`src/rtl/tis_pkg.sv`:
```
// Shared TIS definitions: word type, saturation bounds and source FSM states.
package tis_pkg;

    typedef logic signed [10:0] tis_word_t;

    localparam tis_word_t TIS_MAX = 11'sd999;
    localparam tis_word_t TIS_MIN = -11'sd999;

    typedef enum logic [2:0] {
        IDLE  = 3'd0,
        LOAD  = 3'd1,
        OFFER = 3'd2,
        GAP   = 3'd3,
        FIN   = 3'd4
    } src_state_t;

endpackage

```
`src/rtl/tis_clamp.sv`:
```
// Combinational saturation of a TIS word to [TIS_MIN, TIS_MAX].
module tis_clamp
    import tis_pkg::*;
(
    input  tis_word_t word_i,
    output tis_word_t word_o
);

    // Saturate out-of-range words to the nearest legal bound.
    always_comb begin
        if (word_i > TIS_MAX) begin
            word_o = TIS_MAX;
        end else if (word_i < TIS_MIN) begin
            word_o = TIS_MIN;
        end else begin
            word_o = word_i;
        end
    end

endmodule

```
`src/rtl/tis_source.sv`:
```
// TIS word transmitter: offers values[0..len-1] one at a time on write/out,
// advancing on each wready acknowledge, with one idle cycle between words.
// Optional macro TIS_SOURCE_LOOP_EN: restart from index 0 after the last
// word instead of finishing (run repeats until reset, done never sets).
//
// state | meaning
// IDLE  | waiting for start
// LOAD  | fetch first word into out
// OFFER | write high, waiting for wready
// GAP   | write low, fetch next word
// FIN   | run complete, raise done
module tis_source
    import tis_pkg::*;
#(
    parameter  int DEPTH = 16,
    parameter  int CW    = 8,
    localparam int LW    = $clog2(DEPTH + 1),
    localparam int IW    = $clog2(DEPTH)
) (
    input  logic             clk,
    input  logic             rst,
    input  tis_word_t        values [DEPTH],
    input  logic [LW-1:0]    len,
    input  logic             start,
    input  logic             wready,
    output logic             write,
    output tis_word_t        out,
    output logic [CW-1:0]    count,
    output logic             busy,
    output logic             done
);

    localparam logic [2:0] S_IDLE  = IDLE;
    localparam logic [2:0] S_LOAD  = LOAD;
    localparam logic [2:0] S_OFFER = OFFER;
    localparam logic [2:0] S_GAP   = GAP;
    localparam logic [2:0] S_FIN   = FIN;

    logic [2:0]    state_q, state_d;
    tis_word_t     out_q, out_d;
    logic [CW-1:0] count_q, count_d;
    logic [LW-1:0] index_q, index_d;
    logic [LW-1:0] len_q, len_d;
    logic          busy_q, busy_d;
    logic          done_q, done_d;

    tis_word_t     word_raw;
    tis_word_t     word_sat;
    logic [IW-1:0] rd_idx;

    // index never reaches len_q while fetching, so the low bits address the table
    assign rd_idx   = index_q[IW-1:0];
    assign word_raw = values[rd_idx];

    tis_clamp u_clamp (
        .word_i (word_raw),
        .word_o (word_sat)
    );

    // Next-state and datapath updates for the transmit sequence.
    always_comb begin
        state_d = state_q;
        out_d   = out_q;
        count_d = count_q;
        index_d = index_q;
        len_d   = len_q;
        busy_d  = busy_q;
        done_d  = done_q;
        case (state_q)
            S_IDLE: begin
                if (start) begin
                    len_d   = (len > LW'(DEPTH)) ? LW'(DEPTH) : len;
                    count_d = '0;
                    done_d  = 1'b0;
                    index_d = '0;
                    busy_d  = 1'b1;
                    state_d = (len == '0) ? S_FIN : S_LOAD;
                end
            end
            S_LOAD: begin
                out_d   = word_sat;
                state_d = S_OFFER;
            end
            S_OFFER: begin
                if (wready) begin
                    if (count_q != '1) begin
                        count_d = count_q + 1'b1;
                    end
                    index_d = index_q + 1'b1;
                    if (index_q + 1'b1 == len_q) begin
`ifdef TIS_SOURCE_LOOP_EN
                        index_d = '0;
                        state_d = S_GAP;
`else
                        state_d = S_FIN;
`endif
                    end else begin
                        state_d = S_GAP;
                    end
                end
            end
            S_GAP: begin
                out_d   = word_sat;
                state_d = S_OFFER;
            end
            S_FIN: begin
                busy_d  = 1'b0;
                done_d  = 1'b1;
                state_d = S_IDLE;
            end
            default: begin
                state_d = S_IDLE;
            end
        endcase
    end

    // State and datapath registers; reset clears everything immediately.
    always_ff @(posedge clk or negedge rst) begin
        if (!rst) begin
            state_q <= S_IDLE;
            out_q   <= '0;
            count_q <= '0;
            index_q <= '0;
            len_q   <= '0;
            busy_q  <= 1'b0;
            done_q  <= 1'b0;
        end else begin
            state_q <= state_d;
            out_q   <= out_d;
            count_q <= count_d;
            index_q <= index_d;
            len_q   <= len_d;
            busy_q  <= busy_d;
            done_q  <= done_d;
        end
    end

    assign write = (state_q == S_OFFER);
    assign out   = out_q;
    assign count = count_q;
    assign busy  = busy_q;
    assign done  = done_q;

endmodule

```
`config.mk`:
```
export PLATFORM = sky130hd
export DESIGN_NAME = tis_source
export DESIGN_NICKNAME = d
export VERILOG_FILES = /design/src/rtl/tis_pkg.sv /design/src/rtl/tis_clamp.sv /design/src/rtl/tis_source.sv
export SDC_FILE = /design/constraint.sdc
export NUM_CORES = 1
export LEC_CHECK = 0
export CORE_MARGIN = 3
export CORE_UTILIZATION = 33
export DETAILED_ROUTE_END_ITERATION = 10
export GPL_TIMING_DRIVEN = 1
export HOLD_SLACK_MARGIN = 0.05
export PLACE_DENSITY = 0.84
export SYNTH_ARGS = -nofsm -noshare
export SYNTH_HDL_FRONTEND = slang
export SYNTH_SLANG_ARGS = --single-unit
```
`constraint.sdc`:
```
create_clock -name clk -period 3.15 [get_ports clk]
set_input_delay 0.945 -clock clk [delete_from_list [all_inputs] [get_ports clk]]
set_output_delay 0.945 -clock clk [all_outputs]
set_load 0.03 [all_outputs]
```
==> results of run 1 <==
==> routing by layer <==
layer / routed length [um] / up-vias
met5: 0 / -
met4: 214 / 0
met3: 839 / 21
met2: 6060 / 162
met1: 4160 / 1543
li1: - / 1478
==> power by group through the flow <==
stage | sequential, W | combinational, W | clock [W]
2_1_floorplan | 0.000916 | 0.00160 | 0
3_5_place_dp | 0.000749 | 0.00272 | 0
5_1_grt | 0.000767 | 0.00312 | 0.000433
6_report | 0.000739 | 0.00288 | 0.000401
3_3_place_gp | 0.000740 | 0.00267 | 0
4_1_cts | 0.000742 | 0.00276 | 0.000408
==> layout make-up <==
cell class | count | area, um2 | share of cell area
clock inverters | 3 | 45.0 | 0.00824
multi-input cells | 204 | 2070 | 0.378
inverters | 8 | 30.0 | 0.00549
flip-flops and latches | 34 | 853 | 0.156
clock buffers | 5 | 68.8 | 0.0126
well taps | 108 | 135 | 0.0247
repair buffers | 232 | 2270 | 0.415
==> worst register-to-register path: cells and delay by family, from the launching register on <==
family / cells / cell delay, ns
buf+inv: 1 / 0.26
flops: 1 / 0.41
compound gates: 2 / 0.39
mux: 1 / 0.57
fa+ha+maj: 1 / 0.22
simple gates: 6 / 0.80
==> through the flow <==
step | util | total power (W)
2_1_floorplan | - | 0.00252
3_3_place_gp | 0.598 | 0.00341
3_5_place_dp | 0.598 | 0.00347
4_1_cts | 0.615 | 0.00391
5_1_grt | 0.624 | 0.00432
6_report | 0.624 | 0.00402
==> how the worst max path moves through the flow <==
stage,endpoint,slack (ns)
after floorplan,out[3]$_DFFE_PN0P_,0.15
after global placement,out[3]$_DFFE_PN0P_,-0.34
after detailed placement,out[3]$_DFFE_PN0P_,-0.40
after CTS,out[3]$_DFFE_PN0P_,0.002
after global routing,out[2]$_DFFE_PN0P_,-0.01
final,write,0.1
==> registers in the layout, indices dropped and copies added (netlist names) <==
name,count
done,1
index_q,5
count,8
out,11
busy,1
state_q,3
len_q,5
==> cell usage after synthesis (4+ instances only) <==
master / number
a21oi_1: 8
a22o_1: 8
a22oi_1: 19
a31oi_1: 6
and3_1: 5
buf_2: 7
clkbuf_1: 8
dfrtp_1: 34
inv_1: 8
mux4_2: 44
nand2_1: 19
nand2b_1: 6
nand3b_1: 4
nand4_1: 4
nor2_1: 33
o21ai_0: 9
xnor2_1: 4
xor2_1: 9
==> cell families (layout without fill, tap and decap cells) <==
logic type	Yosys count	count (layout)	share of synthesized area
AOI/OAI and AO/OA	54	54	0.125
xor gates and xnor gates	14	14	0.0457
DFF	34	34	0.285
adders and majority gates	3	3	0.0126
muxes	46	46	0.339
and+or+nand+nor	87	87	0.143
buffers and inverters	29	248	0.0499
==> timing repair <==
item,CTS,global route
endpoints found under the setup margin,10,10
buffers inserted,0,4
pin swaps,3,8
gates resized for setup,7,10
==> run summary, run 1 <==
Status = finished clean
DIE WIDTH = 101 um
Synthesized instance count = 267
Initial Util = 0.341
Critical path class = flip-flop to primary output
Drt first pass iters = 5
Grt peak-use layer = met2
Worst-skew pair later-pin latency = 0.28 ns
WHS = 0.510 ns
Commonest non-fill, non-tap cell in the layout = clkdlybuf4s50_1
Post-synth design cell area = 0.00299 mm2
Sw Share = 0.406
Clock Power Share = 0.100
Mean Syn Cell Area = 11.2 um2
# fillers = 721
Root Buffer = clkbuf_8
Internal power = 0.00239 W
FFs w/ async S/R, synth = 1.00
Vias = 3,204
Setup ws final = 0.0974 ns
IO Pins = 207
Clock transition at path regs = 0.07 ns
Post-place setup slack = -0.400 ns
Met2 Use GR = 0.399
Critical path's largest stage delay = 0.71 ns
Synth area leader = mux4_2
Inst Count DP = 582
Critical Path Fanout Max = 6
Synth Warn # = 0
Met1 Use GR = 0.273
Worst min-delay path class = flip-flop to flip-flop
Min-Delay Path Depth = 1
Port Buffers = 206
Slew margin rel. = 0.504
Post-route ant nets = 0
Largest net degree at the start of global routing = 35
Worst reg2reg path startpoint = index_q[0]$_DFFE_PN0P_
First DRT Iteration DRCs = 122
Placed cell area = 0.00524 mm2
Tightest Pin Transition = 0.743 ns
Initial antenna violation count = 0
DRC Markers = 0
P per Cell Area = 736 mW/mm2
Most frequent cells in the layout = clkdlybuf4s50_1, mux4_2, nor2_1
Clk buf depth = 2
P_sw = 0.00163 W
Layout Area Growth over Synthesis = 83.2%
Flop pwr share = 0.184
CP Depth = 3
Design area = 0.00547 mm2
Htree depth = 2
Core Box Area = 0.00876 mm2
Startpoint types = flip-flop
Worst path required time = 2.20 ns
Ant. Diodes = 0
Grt met3 use = 0.0547
Layout cells sized above 1 = 0.204
Hold Crit Start = done$_DFFE_PN0P_
Final setup violating endpoints = 0
Vias/cell = 5.39
Clk sinks = 34
Overflow after GRT = 0
CP bufs+invs = 2
Reg2reg end = out[4]$_DFFE_PN0P_
First-pass GRT wire length = 17.6 mm
Endpoint type of the worst setup path = primary output
Pins over their slew limit = 0
Fmax = 328 MHz
Peak supply drop = 308 uV
Leakage = 2.11 nW
Largest delay contributor family on the critical path = buffers and inverters
Period minus WS final = 3.05 ns
Die Span Y = 101 um
Cts hold-fix bufs = 0
GPL Wtd Cong = 0.848
Critical-path top delay cell = clkdlybuf4s50_1
Worst-path cell chain = or3b_2 -> inv_1 -> clkdlybuf4s50_1
Distinct cells, synth = 38
Total GRT Usage = 0.223
Max-cap viol count = 0
Cells on worst reg2reg path = 11
Worst Setup SP = state_q[0]$_DFFE_PN0P_
Num CTS Buffers = 5
R2r setup slk = 0.41 ns
Hold EP = done$_DFFE_PN0P_
Flops & latches, synth = 34
CTS tree = yes
Post-Layout Cell Count = 594
Most used DFF post-synth = dfrtp_1
Final worst-path cycle share = 0.969
Hold Violations, Final = 0
Setup tns final = 0 ns
Top cell type's share of synthesized area = 0.332
Net Count, Synth = 455
Seq/Total Area, Yosys = 0.285
Detailed Place HPWL = 9.70 mm
Die area = 0.0102 mm2
Post-Route WL = 11.3 mm
Final #Nets = 673
WP data arrival = 2.11 ns
Largest cells by area after synthesis = mux4_2, dfrtp_1, a22oi_1
Row count = 34
Clk_skew = 0.00227 ns
DR WL/cell = 19.0 um
Comb power frac = 0.717
Vias in the first global route = 3,409
Post-synth EDFFs = 0
(Power assumes the default switching activity.)
==> run 2, diff against run 1 <==
--- a/config.mk
+++ b/config.mk
@@ -5,7 +5,6 @@
 export SDC_FILE = /design/constraint.sdc
 export NUM_CORES = 1
 export LEC_CHECK = 0
-export CORE_MARGIN = 3
 export CORE_UTILIZATION = 33
 export DETAILED_ROUTE_END_ITERATION = 10
 export GPL_TIMING_DRIVEN = 1
==> run 2 against run 1 <==
Against the previous run:
- final cell count up 0.17%
- combinational power up 3%
- setup slack worse by 0.0039 ns
- core utilization up 0.75 points
- global-route usage up 2.4 points
- register-to-register slack about the same
- largest power group unchanged
- fmax down 0.13%
- sequential power up 1%
- cell area up 0.71%
==> run summary, run 2 (same netlist as run 1, synthesis figures left out) <==
Clock transition at path regs = 0.07 ns (about the same)
Worst min-delay path class = flip-flop to flip-flop (unchanged)
Core Box Area = 0.00872 mm2 (was 0.00876 mm2)
WP data arrival = 3.23 ns (was 2.11 ns)
Ant. Diodes = 0 (unchanged)
Worst reg2reg path startpoint = index_q[0]$_DFFE_PN0P_ (unchanged)
Initial antenna violation count = 0 (unchanged)
Tightest Pin Transition = 0.727 ns (was 0.743 ns)
DIE WIDTH = 97.1 um (was 101 um)
Die area = 0.00943 mm2 (was 0.0102 mm2)
Setup ws final = 0.0935 ns (was 0.0974 ns)
Root Buffer = clkbuf_8 (unchanged)
R2r setup slk = 0.42 ns (was 0.41 ns)
Clk_skew = 0.00546 ns (was 0.00227 ns)
Detailed Place HPWL = 9.61 mm (was 9.70 mm)
Num CTS Buffers = 5 (unchanged)
Core Util, Final = 0.631 (was 0.624)
Htree depth = 2 (unchanged)
First DRT Iteration DRCs = 137 (was 122)
First-pass GRT wire length = 18.1 mm (was 17.6 mm)
Final setup violating endpoints = 0 (unchanged)
Peak supply drop = 316 uV (was 308 uV)
Post-place setup slack = -0.439 ns (was -0.400 ns)
Startpoint types = primary input (was flip-flop)
Vias/cell = 5.45 (was 5.39)
DRC Markers = 0 (unchanged)
Largest register FFs = 11 (unchanged)
Layout Area Growth over Synthesis = 84.5% (was 83.2%)
Period minus WS final = 3.06 ns (was 3.05 ns)
Total power = 0.00409 W (was 0.00402 W)
Row count = 34 (unchanged)
Worst-path cell chain = clkdlybuf4s50_1 -> mux4_2 -> a22oi_2 -> nand2_2 -> o311ai_2 -> nand3_1 -> nand2_2 -> ha_4 -> nor2_1 -> nor2_1 -> a22o_1 (was or3b_2 -> inv_1 -> clkdlybuf4s50_1)
WHS = 0.512 ns (was 0.510 ns)
Setup tns final = 0 ns (unchanged)
Reg2reg end = out[4]$_DFFE_PN0P_ (unchanged)
Min-Delay Path Depth = 1 (unchanged)
Leakage = 2.15 nW (was 2.11 nW)
Drt first pass iters = 4 (was 5)
Most frequent cells in the layout = clkdlybuf4s50_1, mux4_2, nor2_1, dfrtp_1, buf_4 (was clkdlybuf4s50_1, mux4_2, nor2_1)
Die Span Y = 97.1 um (was 101 um)
Hold Violations, Final = 0 (unchanged)
IO Pins = 207 (unchanged)
Vias in the first global route = 3,494 (was 3,409)
GPL Wtd Cong = 0.938 (was 0.848)
Endpoint type of the worst setup path = flip-flop (was primary output)
Status = finished clean (unchanged)
Post-route ant nets = 0 (unchanged)
P per Cell Area = 743 mW/mm2 (was 736 mW/mm2)
Hold EP = done$_DFFE_PN0P_ (unchanged)
Cts hold-fix bufs = 0 (unchanged)
Commonest non-fill, non-tap cell in the layout = clkdlybuf4s50_1 (unchanged)
Max-cap viol count = 0 (unchanged)
RSZ-0062 raised after global routing = yes
DR WL/cell = 19.4 um (was 19.0 um)
Largest net degree at the start of global routing = 35 (unchanged)
Cells on worst reg2reg path = 11 (unchanged)
Critical path class = primary input to flip-flop (was flip-flop to primary output)
CP bufs+invs = 1 (was 2)
Layout cells sized above 1 = 0.209 (was 0.204)
Port Buffers = 206 (unchanged)
Final worst-path cycle share = 0.970 (was 0.969)
Total GRT Usage = 0.247 (was 0.223)
Largest delay contributor family on the critical path = compound AO/OA/AOI/OAI gates (was buffers and inverters)
Clk sinks = 34 (unchanged)
Pins over their slew limit = 0 (unchanged)
Initial Util = 0.342 (was 0.341)
Slew margin rel. = 0.514 (was 0.504)
Critical Path Fanout Max = 10 (was 6)
Fmax = 327 MHz (was 328 MHz)
Final #Nets = 674 (was 673)
Clk buf depth = 2 (unchanged)
Critical path's largest stage delay = 0.48 ns (was 0.71 ns)
Vias = 3,244 (was 3,204)
Critical-path top delay cell = mux4_2 (was clkdlybuf4s50_1)
Hold Crit Start = done$_DFFE_PN0P_ (unchanged)
Post-Route WL = 11.6 mm (was 11.3 mm)
Worst-skew pair later-pin latency = 0.28 ns (about the same)
Worst path required time = 3.32 ns (was 2.20 ns)
CTS tree = yes (unchanged)
Overflow after GRT = 0 (unchanged)
-- run 2: layer usage --
layer,global-route usage,part of all wire
met4,0.0654,0.024
met3,0.0453,0.065
met2,0.452,0.52
met5,0,0
met1,0.296,0.39
-- run 2: per-stage QoR --
stage | cells | cell area, um2
after floorplan | 267 | 2990
after global placement | 583 | 5280
after detailed placement | 583 | 5280
after CTS | 591 | 5410
after global routing | 595 | 5510
final | 595 | 5510
-- run 2: area by class of cell --
| class | count | area (um2) |
|---|---|---|
| clock buffer | 5 | 68.8 |
| fill | 676 | 3210 |
| sequential | 34 | 856 |
| timing repair buffer | 233 | 2310 |
| clock inverter | 3 | 40.0 |
| multi-input combinational | 204 | 2070 |
| inverter | 8 | 30.0 |
| tap | 108 | 135 |
-- run 2: repair_timing --
item / 4_1_cts / 5_1_grt
endpoints found under the hold margin: 0 / 0
resized for setup: 5 / 16
setup buffers: 0 / 4
endpoints found under the setup margin: 10 / 10
pin swaps: 0 / 14
-- run 2: how the worst max path moves through the flow --
stage,start,end,slack (ns),cells after the start
2_1_floorplan,index_q[0]$_DFFE_PN0P_,out[3]$_DFFE_PN0P_,0.15,14
3_3_place_gp,values[35],out[4]$_DFFE_PN0P_,-0.37,11
3_5_place_dp,values[35],out[3]$_DFFE_PN0P_,-0.44,11
4_1_cts,values[35],out[3]$_DFFE_PN0P_,0.002,11
5_1_grt,values[78],out[0]$_DFFE_PN0P_,-0.07,10
6_report,values[78],out[4]$_DFFE_PN0P_,0.09,11
-- run 2: report_power, final --
part | switching (W) | leakage (nW) | total [W] | internal, W
Combinational | 0.00136 | 1.67 | 0.00296 | 0.00159
Clock | 0.000156 | 0.0579 | 0.000389 | 0.000233
Sequential | 0.000139 | 0.421 | 0.000748 | 0.000608
==> run 3, diff against run 2 <==
--- a/config.mk
+++ b/config.mk
@@ -5,11 +5,11 @@
 export SDC_FILE = /design/constraint.sdc
 export NUM_CORES = 1
 export LEC_CHECK = 0
-export CORE_UTILIZATION = 33
+export CORE_UTILIZATION = 39
 export DETAILED_ROUTE_END_ITERATION = 10
-export GPL_TIMING_DRIVEN = 1
+export GPL_TIMING_DRIVEN = 0
 export HOLD_SLACK_MARGIN = 0.05
-export PLACE_DENSITY = 0.84
+export PLACE_DENSITY = 0.93
 export SYNTH_ARGS = -nofsm -noshare
 export SYNTH_HDL_FRONTEND = slang
 export SYNTH_SLANG_ARGS = --single-unit
==> constraint.sdc (replaced) <==
create_clock -name clk -period 3.67 [get_ports clk]
set_input_delay 1.101 -clock clk [delete_from_list [all_inputs] [get_ports clk]]
set_output_delay 1.101 -clock clk [all_outputs]
set_load 0.03 [all_outputs]
==> run 3 against run 2 <==
Against the previous run:
- sequential cell count unchanged
- via count up 2.4%
- clock power down 13%
- count of clock-buffer cells in the layout unchanged
- non-clock buffer count down 7
- final cell count down 2.7%
- critical path depth unchanged
- global-route usage up 6.4 points
- cell area down 3.9%
==> run summary, run 3 (same netlist as run 1, synthesis figures left out) <==
GPL Wtd Cong = 0.863 (was 0.938)
Final worst-path cycle share = 0.928
Post-Route WL = 11.8 mm (was 11.6 mm)
Clk buf depth = 2 (unchanged)
Vias in the first global route = 3,452 (was 3,494)
Final setup violating endpoints = 0 (unchanged)
Hold Violations, Final = 0 (unchanged)
Worst path required time = 3.84 ns (was 3.32 ns)
Clk sinks = 34 (unchanged)
Total GRT Usage = 0.311 (was 0.247)
Met3 wire length = 894 um (was 751 um)
Clock Power Share = 0.104 (was 0.095)
Worst reg2reg path startpoint = index_q[1]$_DFFE_PN0P_ (was index_q[0]$_DFFE_PN0P_)
Htree depth = 2 (unchanged)
Final #Nets = 667 (was 674)
Die area = 0.00801 mm2 (was 0.00943 mm2)
Initial antenna violation count = 0 (unchanged)
Post-route ant nets = 0 (unchanged)
Worst-skew pair later-pin latency = 0.29 ns (was 0.28 ns)
Core Util, Final = 0.722 (was 0.631)
First-pass GRT wire length = 17.9 mm (was 18.1 mm)
Clk_skew = 0.0110 ns (was 0.00546 ns)
Peak supply drop = 285 uV (was 316 uV)
CTS tree = yes (unchanged)
Startpoint types = primary input (unchanged)
Drt first pass iters = 5 (was 4)
Critical path class = primary input to flip-flop (unchanged)
Sw Share = 0.424 (was 0.405)
WHS = 0.515 ns (was 0.512 ns)
WL met2 = 6.20 mm (was 6.03 mm)
Slew margin rel. = 0.506 (was 0.514)
Comb power frac = 0.704 (was 0.722)
First DRT Iteration DRCs = 181 (was 137)
Period minus WS final = 3.40 ns
Pins over their slew limit = 0 (unchanged)
DR WL/cell = 20.4 um (was 19.4 um)
Commonest non-fill, non-tap cell in the layout = clkdlybuf4s50_1 (unchanged)
Row count = 31 (was 34)
Largest net degree at the start of global routing = 35 (unchanged)
Num CTS Buffers = 5 (unchanged)
Layout cells sized above 1 = 0.150 (was 0.209)
Tightest Pin Transition = 0.741 ns (was 0.727 ns)
IO Pins = 207 (unchanged)
Root Buffer = clkbuf_8 (unchanged)
Status = finished clean (unchanged)
Worst Setup SP = values[53] (was values[78])
Vias/cell = 5.74 (was 5.45)
DR top layer = met4 (unchanged)
Leakage = 2.06 nW (was 2.15 nW)
Vias = 3,323 (was 3,244)
Internal power = 0.00188 W (was 0.00244 W)
Critical Path Fanout Max = 10 (unchanged)
Design area = 0.00529 mm2 (was 0.00551 mm2)
WP data arrival = 3.58 ns (was 3.23 ns)
Most frequent cells in the layout = clkdlybuf4s50_1, mux4_2, dfrtp_1 (was clkdlybuf4s50_1, mux4_2, nor2_1, dfrtp_1, buf_4)
Flop pwr share = 0.192 (was 0.183)
Largest register FFs = 11 (unchanged)
Detailed Place HPWL = 9.75 mm (was 9.61 mm)
P_sw = 0.00139 W (was 0.00166 W)
RSZ-0062 raised after global routing = no (was yes)
Fmax = 294 MHz
P per Cell Area = 617 mW/mm2 (was 743 mW/mm2)
Overflow after GRT = 0 (unchanged)
Met1 WL = 4.40 mm (was 4.49 mm)
Layout Area Growth over Synthesis = 77.2% (was 84.5%)
Ant. Diodes = 0 (unchanged)
DIE WIDTH = 89.5 um (was 97.1 um)
Placed cell area = 0.00517 mm2 (was 0.00528 mm2)
Initial Util = 0.407 (was 0.342)
DRC Markers = 0 (unchanged)
Hold Crit Start = out[4]$_DFFE_PN0P_ (was done$_DFFE_PN0P_)
Port Buffers = 206 (unchanged)
Max-cap viol count = 0 (unchanged)
Endpoint type of the worst setup path = flip-flop (unchanged)
Core Box Area = 0.00733 mm2 (was 0.00872 mm2)
Clock transition at path regs = 0.07 ns (about the same)
Die Span Y = 89.5 um (was 97.1 um)
Worst min-delay path class = flip-flop to flip-flop (unchanged)
==> run 3: power by group through the flow <==
stage / clock network, W / registers (W) / logic, W
floorplan: 0 / 0.000786 / 0.00137
global placement: 0 / 0.000623 / 0.00220
detailed placement: 0 / 0.000632 / 0.00226
CTS: 0.000341 / 0.000627 / 0.00227
global route: 0.000362 / 0.000645 / 0.00247
finish: 0.000339 / 0.000628 / 0.00230
==> run 3: worst paths after layout <==
path / end / cells after the start / slack (ns)
min reg2reg: out[4]$_DFFE_PN0P_ / 1 / 0.52
max reg2reg: out[3]$_DFFE_PN0P_ / 13 / 0.46
max in group asynchronous: index_q[2]$_DFFE_PN0P_ / 1 / 2.32
min: out[4]$_DFFE_PN0P_ / 1 / 0.52
min in group asynchronous: count[5]$_DFFE_PN0P_ / 1 / 0.87
max: out[3]$_DFFE_PN0P_ / 11 / 0.27
==> run 3: layout make-up <==
type / count / area (um2)
clock inverters: 3 / 40.0
flip-flops and latches: 34 / 851
clock buffers: 5 / 68.8
multi-input cells: 204 / 2000
well taps: 99 / 124
fillers: 506 / 2040
plain buffers: 20 / 119
repair buffers: 206 / 2060
inverters: 8 / 30.0
==> run 3: timing repair <==
item	CTS	global route
buffers inserted	0	0
gates resized for setup	0	6
setup endpoints to repair	0	10
hold buffers	0	0
hold endpoints to repair	0	0
==> run 3: metrics by stage <==
step	TNS, ns	setup slack [ns]	power, W	cells
final	0	0.265	0.00326	579
after global routing	0	0.107	0.00348	579
after CTS	0	0.0473	0.00324	580
after detailed placement	-1.30	-0.177	0.00289	572
after global placement	-1.20	-0.172	0.00282	572
after floorplan	0	0.559	0.00216	267
==> run 3: routing by layer <==
metal | global-route usage | vias up
li1 | - | 1464
met1 | 0.355 | 1624
met2 | 0.563 | 203
met3 | 0.0831 | 32
met4 | 0.102 | 0
met5 | 0 | -
==> run 3: worst max-delay path: stages <==
cell,delay (ns)
clkdlybuf4s50_1,0.40
mux4_2,0.48
a22oi_1,0.25
nand2_1,0.16
nor4_1,0.29
nand3_1,0.11
nand2_1,0.09
ha_1,0.32
nor2_1,0.14
nor2_1,0.05
a22o_1,0.19
